`src/rtl/lfsr26.sv`:
```
// rtl/lfsr26.sv - loadable 26-bit Fibonacci LFSR, x^26 + x^6 + x^2 + x + 1
// Bits are numbered 1..WIDTH with q[1] the MSB; each step shifts toward q[WIDTH].
module lfsr26 #(
   parameter int               WIDTH = 26,
   parameter logic [WIDTH-1:0] TAPS  = 26'h2000023,
   parameter logic [WIDTH-1:0] SEED  = 26'd1
) (
   output logic [1:WIDTH] q,
   input  logic           clk,
   input  logic           rst,
   input  logic           load,
   input  logic [1:WIDTH] din
);

   logic [1:WIDTH] state_q;
   logic [1:WIDTH] state_d;
   logic [1:WIDTH] tap_v;
   logic           fb;

   always_comb begin
      tap_v = '0;
      // Mask bit k-1 selects tap k, which is state bit q[k].
      for (int k = 1; k <= WIDTH; k++) begin
         tap_v[k] = TAPS[k-1];
      end
      fb      = ^(state_q & tap_v);
      state_d = {fb, state_q[1:WIDTH-1]};
      if (load) begin
         // The all-zero state would lock up, so a zero seed loads SEED instead.
         state_d = (din == '0) ? SEED : din;
      end
   end

   always_ff @(posedge clk or posedge rst) begin
      if (rst) begin
         state_q <= SEED;
      end else begin
         state_q <= state_d;
      end
   end

   assign q = state_q;

endmodule

```
`config.mk`:
```
export PLATFORM = sky130hd
export DESIGN_NAME = lfsr26
export DESIGN_NICKNAME = d
export VERILOG_FILES = /design/src/rtl/lfsr26.sv
export SDC_FILE = /design/constraint.sdc
export NUM_CORES = 1
export LEC_CHECK = 0
export CAP_MARGIN = 0
export CORE_MARGIN = 8
export CORE_UTILIZATION = 40
export DETAILED_ROUTE_END_ITERATION = 7
export GPL_TIMING_DRIVEN = 0
export PLACE_DENSITY_LB_ADDON = 0.15
export RECOVER_POWER = 50
export SYNTH_ARGS = -nofsm -noshare
export SYNTH_HDL_FRONTEND = slang
export SYNTH_SLANG_ARGS = --single-unit
```
`constraint.sdc`:
```
create_clock -name clk -period 1.5 [get_ports clk]
set_clock_uncertainty 0.1 [all_clocks]
set_input_delay 0.45 -clock clk [delete_from_list [all_inputs] [get_ports clk]]
set_output_delay 0.45 -clock clk [all_outputs]
set_load 0.02 [all_outputs]
```
==> impl_metrics.py <==
metrics = {
    "timing": {
        "slew_violations": 0,
        "max_freq_mhz": 649.5,
        "hold_violations": 0,
        "slew_headroom": 0.6243,
        "setup_viol": 2,
        "fin_crit_ns": 1.540,
        "finalWorstSetupSlack_ns": -0.03967,
        "worst_pin_slew_ns": 0.5624,
        "rsz0062_at_grt": "yes",
        "fin_hold_ws_ns": 0.3543,
        "fin_crit_sh": 1.026,
    },
    "worst_setup_path": {
        "crit_path_cell_trace": "dlygate4sd3_1, nor4_1, nand4_1, o21ai_1",
        "rrSetupSlack_ns": 0.25,
        "crit_end": "q[26]",
        "critPathMaxFanout": 2,
        "worstReg2RegEnd": "q[1]",
        "path_class": "in2reg",
        "cp_slowest_cell": "dlygate4sd3_1",
        "crit_required_ns": 1.65,
        "critPathMaxStageDelay_ns": 0.55,
        "timing.rr.start": "q[26]",
        "crit_start": "din[18]",
        "r2r_cells": 4,
        "start_kind": "primary input",
        "critPathArrivalTime_ns": 1.69,
        "end_kind": "flop",
    },
    "clock_tree": {
        "clk_latency_ns": 0.31,
        "cts.sinks": 26,
        "clk_path_buf_depth": 2,
        "htree_levels": 1,
        "cts_buffers": 3,
        "clockRootBuffer": "clkbuf_4",
        "cts_tree": "done",
        "clk_pin_slew_ns": 0.12,
    },
    "grt": {
        "grt_pass1_wl_um": 4726,
        "antenna_found_initial": 0,
        "grt_max_degree": 27,
        "grt_pass1_vias": 947,
        "grt-ovfl-total": 0,
        "grtUsageTotal": 0.1171,
    },
    "cells_and_area": {
        "drive_gt1_frac": 0.4737,
        "area_growth_pct": 45.15,
        "ff_latch_area_sq_um": 651.9,
        "multi_input_area_sq_um": 446.7,
        "largest_register_ffs": 26,
        "antenna_cells": 0,
        "fin_cells": 164,
        "finalNetCount": 163,
        "fillers": 244,
    },
    "synth": {
        "synthCells": 70,
        "synth-seq-area-share": 0.5738,
        "yosys_warnings": 0,
        "synth_cell_type_count": 16,
        "synth-seq-cells": 26,
        "synthesis.area_sq_um": 1136,
        "syn_area_per_cell_sq_um": 16.23,
        "synth_nets": 99,
    },
    "floorplan": {
        "rows": 19,
        "core_sq_um": 2734,
        "initial_utilization": 0.4156,
        "die_h_um": 69.30,
        "die_x_um": 69.30,
        "io-pin-count": 55,
        "dieArea_sq_um": 4802,
    },
    "detailed_routing": {
        "drtIter0Drc": 19,
        "drt_first_pass_iters": 4,
        "drc": 0,
        "wl_per_cell_um": 16.78,
        "routed_via_density": 4.860,
        "ant_nets": 0,
        "wl_um": 2752,
        "vias": 797,
    },
    "placed_design": {
        "place_inst": 154,
        "portBuffers": 53,
        "gp_congestion": 0.7269,
    },
    "power": {
        "power.leakage_uw": 0.0007635,
        "peakVddDrop_uv": 695.9,
        "power_density_nw_per_um2": 992.7,
        "p_total_uw": 1637,
    },
    "run_status": {
        "violations": "negative setup slack",
        "status": "complete, but fails checks",
    },
    "flow_run": {
        "max_cap_viol_count": 0,
    },
    "worst_hold_path": {
        "hp-class": "in2reg",
    },
}
-- cells by family after synthesis --
family	share of synthesized area
AOI/OAI and AO/OA	0.008802
xor gates and xnor gates	0.02313
buffers and inverters	0.03303
and+or+nand+nor	0.05836
DFF	0.5738
muxes	0.3029
-- timing repair --
| item | in CTS | in global routing |
|---|---|---|
| pin swaps | 0 | 0 |
| setup buffers | 6 | 0 |
| hold buffers | 0 | 0 |
| endpoints found under the hold margin | 0 | 0 |
| setup endpoints to repair | 26 | 26 |
| gates resized for setup | 106 | 1 |
-- power by group --
| part | switching (uW) | internal, uW | leakage [uW] | total [uW] |
|---|---|---|---|---|
| sequential | 41.3 | 785 | 0.000303 | 826 |
| clock | 187 | 104 | 0.0000150 | 291 |
| combinational | 251 | 269 | 0.000445 | 520 |
| total | 480 | 1160 | 0.000763 | 1640 |
-- cells in the mapped netlist --
| master | instances | area (sq um) |
|---|---|---|
| buf_6 | 3 | 33.78 |
| nor3_1 | 1 | 5.000 |
| xnor2_1 | 3 | 26.28 |
| dfrtp_1 | 25 | 625.6 |
| o21ai_0 | 1 | 5.000 |
| nor4_1 | 5 | 31.28 |
| o21ai_1 | 1 | 5.000 |
| dfstp_2 | 1 | 26.28 |
| mux2_4 | 17 | 255.2 |
| nand3_1 | 1 | 5.000 |
| nand4_1 | 1 | 6.260 |
| mux2i_1 | 1 | 10.01 |
| mux2_2 | 7 | 78.83 |
| nand2_1 | 1 | 3.750 |
| nor4b_2 | 1 | 15.01 |
| inv_1 | 1 | 3.750 |
-- through the flow --
stage	setup slack, ns	area, sq um	utilization	setup TNS (ns)
global route	-0.08444	1649	0.6032	-0.1350
detailed placement	-0.2741	1705	0.6238	-7.527
global placement	-0.2536	1705	0.6238	-6.959
floorplan	0.2502	1136	-	0
finish	-0.03967	1649	0.6032	-0.07073
CTS	-0.04520	1653	0.6046	-0.04520
-- layer usage --
| layer | vias up | share of wire | GRT usage |
|---|---|---|---|
| li1 | 376 | - | - |
| met2 | 32 | 0.46 | 0.1793 |
| met4 | 0 | 0.0051 | 0.02050 |
| met1 | 387 | 0.45 | 0.1437 |
| met5 | - | 0 | 0 |
| met3 | 2 | 0.088 | 0.06152 |
-- final cells by class --
type	instances	share of cell area
buffer	3	0.02049
clock buffer	4	0.01593
inverter	1	0.004552
multi-input combinational	40	0.2709
sequential	26	0.3953
tap	31	0.02352
timing repair buffer	59	0.2693
-- how the worst min path moves through the flow --
stage            end  cells past startpoint  slack, ns  startpoint
3_3_place_gp   q[25]                      1       0.39       q[24]
4_1_cts        q[25]                      2       0.34        load
5_1_grt        q[23]                      2       0.33        load
2_1_floorplan  q[10]                      1       0.39         rst
6_report       q[25]                      2       0.35        load
3_5_place_dp   q[25]                      1       0.39       q[24]
-- critical path: cells and delay by family --
family	cells	cell delay, ns
buffers and inverters	1	0.55
and+or+nand+nor	2	0.54
AOI/OAI and AO/OA	1	0.15
-- cell usage in the layout, fill, tap and decap left out, types with 3 or more instances in the layout --
cell / Yosys / final
buf_2: 0 / 25
dfrtp_1: 25 / 25
buf_4: 0 / 3
clkbuf_4: 0 / 4
clkbuf_1: 0 / 3
buf_6: 3 / 4
mux2_4: 17 / 17
xnor2_1: 3 / 3
dlygate4sd3_1: 0 / 21
clkdlybuf4s50_1: 0 / 6
mux2_2: 7 / 7
nor4_1: 5 / 5
Note: power is estimated with default switching activity, not from simulation.
